**src/rtl/sort_pkg.sv**
```systemverilog
// -----------------------------------------------------------------------------
// sort_pkg: shared widths, element/word types and unpacker FSM states.
// Rev 1.0
// -----------------------------------------------------------------------------
`default_nettype none

package sort_pkg;

  localparam int ELEM_W = 2;
  localparam int N_ELEM = 4;

  typedef logic [ELEM_W-1:0]        elem_t;
  typedef logic [N_ELEM*ELEM_W-1:0] word_t;

  typedef enum logic [0:0] {
    IDLE = 1'b0,
    EMIT = 1'b1
  } state_t;

endpackage

`default_nettype wire

```
**src/rtl/word_fifo.sv**
```systemverilog
// -----------------------------------------------------------------------------
// word_fifo: DEPTH-entry synchronous FIFO with registered full/empty/count.
// Rev 1.0
// -----------------------------------------------------------------------------
`default_nettype none

module word_fifo #(
  parameter int WIDTH = 8,
  parameter int DEPTH = 2
) (
  input  logic                       clk,
  input  logic                       rst,
  input  logic                       push,
  input  logic [WIDTH-1:0]           push_data,
  input  logic                       pop,
  output logic [WIDTH-1:0]           pop_data,
  output logic                       full,
  output logic                       empty,
  output logic [$clog2(DEPTH+1)-1:0] count
);
  import sort_pkg::*;

  localparam int AW    = (DEPTH > 1) ? $clog2(DEPTH) : 1;
  localparam int CNT_W = $clog2(DEPTH+1);
  localparam logic [AW-1:0]    LAST_PTR = AW'(DEPTH-1);
  localparam logic [CNT_W-1:0] FULL_CNT = CNT_W'(DEPTH);

  logic [WIDTH-1:0] r_mem [DEPTH];
  logic [AW-1:0]    r_wr_ptr;
  logic [AW-1:0]    r_rd_ptr;
  logic [CNT_W-1:0] r_count;
  logic [CNT_W-1:0] w_count_nxt;
  logic             r_full;
  logic             r_empty;
  logic             w_do_push;
  logic             w_do_pop;

  assign w_do_push = push && !r_full;
  assign w_do_pop  = pop && !r_empty;

  always_comb begin
    w_count_nxt = r_count;
    if (w_do_push && !w_do_pop) begin
      w_count_nxt = r_count + CNT_W'(1);
    end else if (w_do_pop && !w_do_push) begin
      w_count_nxt = r_count - CNT_W'(1);
    end
  end

  // Storage carries no reset; validity is tracked entirely by the pointers.
  always_ff @(posedge clk) begin
    if (w_do_push) begin
      r_mem[r_wr_ptr] <= push_data;
    end
  end

  always_ff @(posedge clk or posedge rst) begin
    if (rst) begin
      r_wr_ptr <= '0;
      r_rd_ptr <= '0;
      r_count  <= '0;
      r_full   <= 1'b0;
      r_empty  <= 1'b1;
    end else begin
      if (w_do_push) begin
        r_wr_ptr <= (r_wr_ptr == LAST_PTR) ? '0 : r_wr_ptr + AW'(1);
      end
      if (w_do_pop) begin
        r_rd_ptr <= (r_rd_ptr == LAST_PTR) ? '0 : r_rd_ptr + AW'(1);
      end
      r_count <= w_count_nxt;
      r_full  <= (w_count_nxt == FULL_CNT);
      r_empty <= (w_count_nxt == '0);
    end
  end

  assign pop_data = r_mem[r_rd_ptr];
  assign full     = r_full;
  assign empty    = r_empty;
  assign count    = r_count;

endmodule

`default_nettype wire

```
**src/rtl/sorted_word_unpacker.sv**
```systemverilog
// -----------------------------------------------------------------------------
// sorted_word_unpacker: buffers sorted words, streams their elements one per cycle.
// Rev 1.0
// -----------------------------------------------------------------------------
`default_nettype none

module sorted_word_unpacker #(
  parameter int ELEM_W    = sort_pkg::ELEM_W,
  parameter int N_ELEM    = sort_pkg::N_ELEM,
  parameter int DEPTH     = 2,
  parameter bit MIN_FIRST = 1'b0
) (
  input  logic                      clk,
  input  logic                      rst,
  input  logic [N_ELEM*ELEM_W-1:0]  in_word,
  input  logic                      in_valid,
  output logic                      in_ready,
  output logic [ELEM_W-1:0]         out_elem,
  output logic                      out_valid,
  input  logic                      out_ready,
  output logic [$clog2(N_ELEM)-1:0] out_idx,
  output logic                      out_last,
  output logic                      order_err
);
  import sort_pkg::*;

  localparam int WORD_W = N_ELEM * ELEM_W;
  localparam int IDX_W  = $clog2(N_ELEM);
  localparam int CNT_W  = $clog2(DEPTH+1);
  localparam logic [IDX_W-1:0] LAST_IDX = IDX_W'(N_ELEM-1);
  localparam logic [CNT_W:0]   DEPTH_W  = (CNT_W+1)'(DEPTH);

  state_t           r_state;
  state_t           w_state_nxt;
  logic [IDX_W-1:0] r_idx;
  logic [IDX_W-1:0] w_sel;
  logic             r_in_ready;
  logic             r_order_err;
  logic [WORD_W-1:0] w_head;
  logic             w_fifo_full;
  logic             w_fifo_empty;
  logic [CNT_W-1:0] w_fifo_cnt;
  logic [CNT_W:0]   w_cnt_nxt;
  logic             w_push;
  logic             w_xfer;
  logic             w_last;
  logic             w_pop;
  logic             w_unsorted;

  assign w_push    = in_valid && r_in_ready && !w_fifo_full;
  assign w_xfer    = out_valid && out_ready;
  assign w_last    = (r_idx == LAST_IDX);
  assign w_pop     = w_xfer && w_last;
  assign w_cnt_nxt = ({1'b0, w_fifo_cnt} + (CNT_W+1)'(w_push)) - (CNT_W+1)'(w_pop);

  word_fifo #(
    .WIDTH (WORD_W),
    .DEPTH (DEPTH)
  ) u_fifo (
    .clk       (clk),
    .rst       (rst),
    .push      (w_push),
    .push_data (in_word),
    .pop       (w_pop),
    .pop_data  (w_head),
    .full      (w_fifo_full),
    .empty     (w_fifo_empty),
    .count     (w_fifo_cnt)
  );

  always_ff @(posedge clk or posedge rst) begin
    if (rst) begin
      r_state <= IDLE;
    end else begin
      r_state <= w_state_nxt;
    end
  end

  // Emission position maps to a word element, reversed when smallest goes first.
  assign w_sel = MIN_FIRST ? (LAST_IDX - r_idx) : r_idx;

  always_comb begin
    w_state_nxt = r_state;
    out_valid   = 1'b0;
    out_last    = 1'b0;
    out_elem    = '0;
    case (r_state)
      IDLE: begin
        if (w_push) begin
          w_state_nxt = EMIT;
        end
      end
      EMIT: begin
        out_valid = !w_fifo_empty;
        out_last  = w_last;
        for (int i = 0; i < N_ELEM; i++) begin
          if (w_sel == IDX_W'(i)) begin
            out_elem = w_head[i*ELEM_W +: ELEM_W];
          end
        end
        if (w_pop && (w_cnt_nxt == '0)) begin
          w_state_nxt = IDLE;
        end
      end
      default: w_state_nxt = IDLE;
    endcase
  end

  always_comb begin
    w_unsorted = 1'b0;
    for (int i = 0; i < N_ELEM-1; i++) begin
      if (in_word[i*ELEM_W +: ELEM_W] < in_word[(i+1)*ELEM_W +: ELEM_W]) begin
        w_unsorted = 1'b1;
      end
    end
  end

  always_ff @(posedge clk or posedge rst) begin
    if (rst) begin
      r_idx       <= '0;
      r_in_ready  <= 1'b0;
      r_order_err <= 1'b0;
    end else begin
      if (w_xfer) begin
        r_idx <= w_last ? '0 : r_idx + IDX_W'(1);
      end
      r_in_ready <= (w_cnt_nxt < DEPTH_W);
      if (w_push && w_unsorted) begin
        r_order_err <= 1'b1;
      end
    end
  end

  assign out_idx   = r_idx;
  assign in_ready  = r_in_ready;
  assign order_err = r_order_err;

endmodule

`default_nettype wire

```
**config.mk**
```make
export PLATFORM = sky130hd
export DESIGN_NAME = sorted_word_unpacker
export DESIGN_NICKNAME = d
export VERILOG_FILES = /design/src/rtl/sort_pkg.sv /design/src/rtl/word_fifo.sv /design/src/rtl/sorted_word_unpacker.sv
export SDC_FILE = /design/constraint.sdc
export NUM_CORES = 1
export LEC_CHECK = 0
export CORE_MARGIN = 2
export CORE_UTILIZATION = 35
export DETAILED_ROUTE_END_ITERATION = 7
export HOLD_SLACK_MARGIN = 0.15
export PLACE_DENSITY = 0.65
export SETUP_SLACK_MARGIN = 0.3
export SYNTH_ARGS = -nofsm -noshare
export SYNTH_HDL_FRONTEND = slang
export SYNTH_HIERARCHICAL = 1
export SYNTH_SLANG_ARGS = --single-unit
```
**constraint.sdc**
```tcl
create_clock -name clk -period 4.75 [get_ports clk]
set_input_delay 1.425 -clock clk [delete_from_list [all_inputs] [get_ports clk]]
set_output_delay 1.425 -clock clk [all_outputs]
set_load 0.01 [all_outputs]
```
==> results.json, run 1 <==
{
  "status": "finished, final reports clean",
  "utilization_pct": 43.1,
  "cts_hold_buffers": 0,
  "die_h_um": 68.3,
  "final.setup_skew_ns": 0.00437,
  "dr_wl_met2_um": 1410,
  "finalSetupTns_ns": 0,
  "insertion_delay_ns": 0.26,
  "layout-drive-gt1-share_pct": 16.2,
  "finalPower_mw": 0.394,
  "post_drt_wl_per_cell_um": 14.2,
  "drc": 0,
  "grt_usage_pct": 13.0,
  "cp_slowest_stage_delay_ns": 0.58,
  "switchingPower_mw": 0.0762,
  "worstMarginPinSlew_ns": 0.643,
  "worstSetupStartpointType": "flop",
  "fmax_mhz": 278,
  "cellPowerDensity_nw_per_um2": 228,
  "dr_wl_met3_um": 60,
  "final_antenna_net_count": 0,
  "fin_crit_sh_pct": 75.7,
  "place_congestion": 0.802,
  "final_area_um2": 1730,
  "clockRootBuffer": "clkbuf_8",
  "critical_path_buf_inv_count": 1,
  "setup_violations": 0,
  "drt_wl_total_um": 2630,
  "end_kind": "primary output",
  "seqPwrFrac_pct": 63.1,
  "pre_cts_ws_ns": 0.947,
  "ys_ff_latch": 27,
  "hold_viol_final": 0,
  "syn_nets": 137,
  "relSlewSlack_pct": 57.0,
  "synth_cell_types": 36,
  "synth-async-reset-ratio_pct": 40.7,
  "ctsResizeCount": 0,
  "cts_sinks": 27,
  "grt_pass1_vias": 922,
  "regMostFlops": "u_fifo/r_mem",
  "path_clk_slew_ns": 0.09,
  "place_area_um2": 1680,
  "post_cts_buffers": 0,
  "start_util_pct": 36.2,
  "cts_made_buffers": 3,
  "cts.htree.levels": 1,
  "dp_hpwl_um": 2080,
  "arrival_ns": 2.17,
  "p_comb_share_pct": 5.1,
  "cap_violations": 0,
  "cp_max_fo": 9,
  "via_count": 894,
  "antenna_cells": 0,
  "largest_reg_flops": 16,
  "path_delay_family": "flip-flops",
  "yosysSeqAreaShare_pct": 52.3,
  "grt_pass1_wl_um": 4330,
  "netlist_instances": 116,
  "io_buffers": 19,
  "num-nets-final": 158,
  "synth-edff-count": 16,
  "worstPathCellList": "mux2_2, a21oi_1, o21ai_0, a22oi_1, nor2b_1, clkdlybuf4s50_1",
  "syn_to_final_growth_pct": 19.2,
  "dieArea_um2": 4670,
  "drv_slew": 0,
  "chipWidth_um": 68.3,
  "synth.avg_cell_area_um2": 12.5,
  "crit_required_ns": 3.32,
  "p_leak_nw": 0.701,
  "hold_class": "reg -> reg",
  "internal_power_mw": 0.318,
  "routedLengthMet1_um": 1090,
  "grt-ovfl-total": 0,
  "cts_tree": "built",
  "peakVddDrop_mv": 0.0797,
  "top_layer": "met4",
  "cpMaxStageDelayCell": "dfrtp_1",
  "crit_type": "reg -> out",
  "grt_max_degree": 16,
  "mappedNetlistArea_um2": 1450,
  "vias_per_cell": 4.81,
  "rsz0062_at_grt": "no",
  "antenna_found_initial": 0,
  "yosysWarnings": 6,
  "finalCriticalPeriod_ns": 3.60,
  "rows": 23,
  "fin_ws_ns": 1.15,
  "drt_first_pass_iters": 4,
  "pwr-share-clk_pct": 31.9,
  "io_pins": 20,
  "yosys_most_used_dff": "edfxtp_1",
  "clock_path_buffers": 2,
  "first_iter_violations": 43,
  "core_um2": 4000,
  "switching_share_pct": 19.3
}
## stage by stage
stage	hold WS, ns	cells
finish	0.488	186
global route	0.511	186
CTS	0.493	186
detailed placement	0.480	182
global placement	0.449	182
floorplan	0.460	116
## power groups by stage
stage	registers, mW	logic [mW]	clock network, mW
2_1_floorplan	0.254	0.00590	0
3_3_place_gp	0.254	0.0196	0
3_5_place_dp	0.254	0.0202	0
4_1_cts	0.249	0.0203	0.127
5_1_grt	0.249	0.0223	0.138
6_report	0.249	0.0200	0.126
## Yosys cell counts (all sizes together), types with 3 or more instances
cell	number	area, um^2
dfrtp	10	250
nor2b	5	38.8
a21oi	7	35.0
nand2b	5	38.8
inv	13	48.8
nand2	6	22.5
edfxtp	16	480
nor2	3	11.3
xnor2	5	62.6
mux2	9	101
buf	3	21.3
nand3	3	27.5
ha	8	100
## per-layer routing
layer	track usage [%]	vias to the layer above
li1	-	444
met1	15.6	430
met2	22.9	16
met3	1.48	4
met4	6.50	0
met5	0	-
## area by class of cell
class,count,area [um^2]
fill,377,2270
timing repair buffer,19,190
clock inverter,1,5.00
multi-input combinational,73,621
inverter,13,48.8
sequential,27,757
tap,50,62.6
clock buffer,3,41.3
## worst reg2reg max path, stage by stage, from the launching register on
cell and delay, ns:
dfrtp_1 0.45, ha_1 0.36, nand3_4 0.13, xnor2_1 0.18, ha_1 0.18, inv_1 0.05, fa_1 0.39, xnor2_1 0.17
nand2_1 0.09, o32a_1 0.29
## cells in the final DEF, fill, tap and decap left out, types with 2 or more instances in the layout
master	Yosys	routed
a21oi_1	7	7
a22oi_1	2	2
and2_1	2	2
clkbuf_8	0	3
clkdlybuf4s50_1	0	19
dfrtp_1	10	10
edfxtp_1	16	16
ha_1	8	8
inv_1	13	13
mux2_2	9	9
nand2_1	6	6
nand2b_1	4	4
nand3_1	2	2
nand4_1	2	2
nor2_1	3	3
nor2b_1	4	4
o211ai_1	2	2
o21ai_0	2	2
xnor2_1	4	4
## path summary, 6_finish.rpt
path / start / end / slack (ns) / cells past startpoint
hold / removal: u_fifo/r_wr_ptr$_DFFE_PP0N_ / u_fifo/r_wr_ptr$_DFFE_PP0N_ / 0.49 / 1
setup reg to reg: out_idx[0]$_DFFE_PP0N_ / r_state$_DFF_PP0_ / 2.35 / 9
min in group asynchronous: rst / out_idx[0]$_DFFE_PP0N_ / 1.38 / 2
setup / recovery: u_fifo/r_rd_ptr$_DFFE_PP0P_ / out_elem[1] / 1.15 / 6
hold reg to reg: u_fifo/r_wr_ptr$_DFFE_PP0N_ / u_fifo/r_wr_ptr$_DFFE_PP0N_ / 0.49 / 1
max in group asynchronous: rst / u_fifo/empty$_DFF_PP1_ / 3.09 / 2
## logic make-up after synthesis
family          count (synthesis)  share of synthesized area [%]
buf+inv                        16                           4.84
simple gates                   30                           13.3
flops                          27                           52.3
compound gates                 19                           9.33
fa+ha+maj                       9                           8.30
mux                             9                           7.00
xor+xnor                        6                           4.93
No activity file was read; power rests on OpenSTA's default activity.
==> run 2, diff against run 1 <==
--- a/config.mk
+++ b/config.mk
@@ -9,7 +9,7 @@
 export CORE_UTILIZATION = 35
 export DETAILED_ROUTE_END_ITERATION = 7
 export HOLD_SLACK_MARGIN = 0.15
-export PLACE_DENSITY = 0.65
+export PLACE_DENSITY = 0.67
 export SETUP_SLACK_MARGIN = 0.3
 export SYNTH_ARGS = -nofsm -noshare
 export SYNTH_HDL_FRONTEND = slang
==> constraint.sdc (replaced) <==
create_clock -name clk -period 3.2 [get_ports clk]
set_input_delay 0.96 -clock clk [delete_from_list [all_inputs] [get_ports clk]]
set_output_delay 0.96 -clock clk [all_outputs]
set_load 0.01 [all_outputs]
==> run 2 against run 1 <==
Effect of this change: sequential share of layout area down 1.2 points; cell count up 3.8%; clock power rose by 57%; via count rose by 6.4%; register-to-register slack lost 1.5 ns; utilization rose by 1.4 points; critical path depth increased by 1; first-iteration DRC count rose by 42%; sequential power increased by 48%; die area stayed put; clock skew shrank 0.0031 ns; hold slack worse by 0.016 ns; largest power group unchanged.
==> results.json, run 2 (same netlist as run 1, synthesis figures left out) <==
{
  "critical_path_buf_inv_count": 3,
  "worstMarginPinSlew_ns": 0.385,
  "grt_usage_pct": 13.0,
  "die_h_um": 68.3,
  "regMostFlops": "u_fifo/r_mem",
  "cts_tree": "built",
  "post_drt_wl_per_cell_um": 14.0,
  "grt_pass1_vias": 973,
  "layout_commonest_cell": "clkdlybuf4s50_1",
  "start_util_pct": 36.2,
  "drv_slew": 0,
  "clock_path_buffers": 2,
  "relSlewSlack_pct": 74.4,
  "fmax_mhz": 359,
  "vias_per_cell": 4.93,
  "final.setup_skew_ns": 0.00127,
  "grt-ovfl-total": 0,
  "fin_ws_ns": 0.413,
  "cap_violations": 0,
  "drt_first_pass_iters": 4,
  "finalSetupTns_ns": 0,
  "peakVddDrop_mv": 0.174,
  "cellPowerDensity_nw_per_um2": 336,
  "p_leak_nw": 0.742,
  "grt_max_degree": 17,
  "rsz0062_at_grt": "no",
  "drt_wl_total_um": 2690,
  "cts.htree.levels": 1,
  "r2r-start": "out_idx[1]$_DFFE_PP0N_",
  "rows": 23,
  "final_antenna_net_count": 0,
  "drc": 0,
  "first_iter_violations": 61,
  "core_um2": 4000,
  "pre_cts_ws_ns": 0.115,
  "cpMaxStageDelayCell": "dfrtp_2",
  "worstSetupStartpointType": "flop",
  "antenna_found_initial": 0,
  "path_clk_slew_ns": 0.09,
  "io_buffers": 19,
  "grt_pass1_wl_um": 4420,
  "end_kind": "primary output",
  "crit_required_ns": 2.24,
  "syn_to_final_growth_pct": 23.0,
  "critPathLaunch": "u_fifo/r_rd_ptr$_DFFE_PP0P_",
  "crit_type": "reg -> out",
  "chipWidth_um": 68.3,
  "io_pins": 20,
  "cp_max_fo": 7,
  "layout-drive-gt1-share_pct": 21.7,
  "finalCriticalPeriod_ns": 2.79,
  "dp_hpwl_um": 2010,
  "cts_made_buffers": 3,
  "num-nets-final": 165,
  "insertion_delay_ns": 0.27,
  "place_congestion": 0.816,
  "largest_reg_flops": 16,
  "path_delay_family": "buffers and inverters",
  "cp_slowest_stage_delay_ns": 0.45,
  "via_count": 951,
  "hold_viol_final": 0,
  "worstPathCellList": "buf_4, mux2_2, inv_1, a21oi_1, a22oi_1, nor2b_1, dlygate4sd2_1",
  "layout_common_cells": "17 x clkdlybuf4s50_1, 16 x edfxtp_1, 13 x inv_1",
  "antenna_cells": 0,
  "status": "finished, final reports clean",
  "arrival_ns": 1.83,
  "clockRootBuffer": "clkbuf_8",
  "fin_crit_sh_pct": 87.1,
  "cts_sinks": 27,
  "setup_violations": 0,
  "hold_class": "reg -> reg",
  "min-delay-start": "order_err$_DFFE_PP0P_",
  "dieArea_um2": 4670
}
[run 2: cell count changes in the layout (fill, tap and decap cells not counted)]
cell and delta:
dlygate4sd2_1 +2, buf_4 +7, dfrtp_2 +2, clkinvlp_4 +1
dfrtp_1 -2, clkdlybuf4s50_1 -2, clkinv_2 -1
[run 2: path summary, 6_finish.rpt]
check | end | slack [ns] | depth (start not counted)
worst min-delay path | order_err$_DFFE_PP0P_ | 0.47 | 1
worst min register to register | order_err$_DFFE_PP0P_ | 0.47 | 1
worst max-delay path | out_elem[1] | 0.41 | 7
min in group asynchronous | u_fifo/r_wr_ptr$_DFFE_PP0N_ | 0.92 | 2
max in group asynchronous | u_fifo/empty$_DFF_PP1_ | 2.02 | 2
worst max register to register | r_state$_DFF_PP0_ | 0.82 | 9
[run 2: area by class of cell]
class | count | area (um^2)
Tap cell | 50 | 62.6
Inverter | 13 | 48.8
Clock buffer | 3 | 41.3
Clock inverter | 1 | 7.51
Sequential cell | 27 | 759
Timing Repair Buffer | 26 | 240
Multi-Input combinational cell | 73 | 621
Fill cell | 367 | 2220
[run 2: through the flow]
step                      util [%]  cell area (um^2)  hold slack, ns  instances  power, mW
after global placement        42.4              1690           0.464        184      0.405
after global routing          44.5              1780           0.512        193      0.625
after detailed placement      42.4              1690           0.457        184      0.407
after floorplan                  -              1450           0.460        116      0.385
final                         44.5              1780           0.472        193      0.598
after CTS                     43.9              1760           0.478        190      0.603
[run 2: power by group]
group / total, mW / switching, mW / internal, mW
Combinational: 0.0302 / 0.0139 / 0.0163
Clock: 0.198 / 0.110 / 0.0884
Sequential: 0.369 / 0 / 0.369
Total: 0.598 / 0.124 / 0.474
[run 2: repair_timing]
| item | 4_1_cts | 5_1_grt |
|---|---|---|
| setup buffers | 2 | 3 |
| hold buffers | 0 | 0 |
| endpoints found under the hold margin | 0 | 0 |
| setup endpoints to repair | 2 | 2 |
| gates resized for setup | 3 | 1 |
| cloned | 0 | 0 |
[run 2: per-layer routing]
metal	GRT usage [%]	share of wire, %	up-vias	routed length, um
met2	22.5	51	19	1360
li1	-	-	459	-
met3	3.13	3.5	4	93
met5	0	0	-	0
met4	5.25	1.5	0	40
met1	15.6	44	469	1200
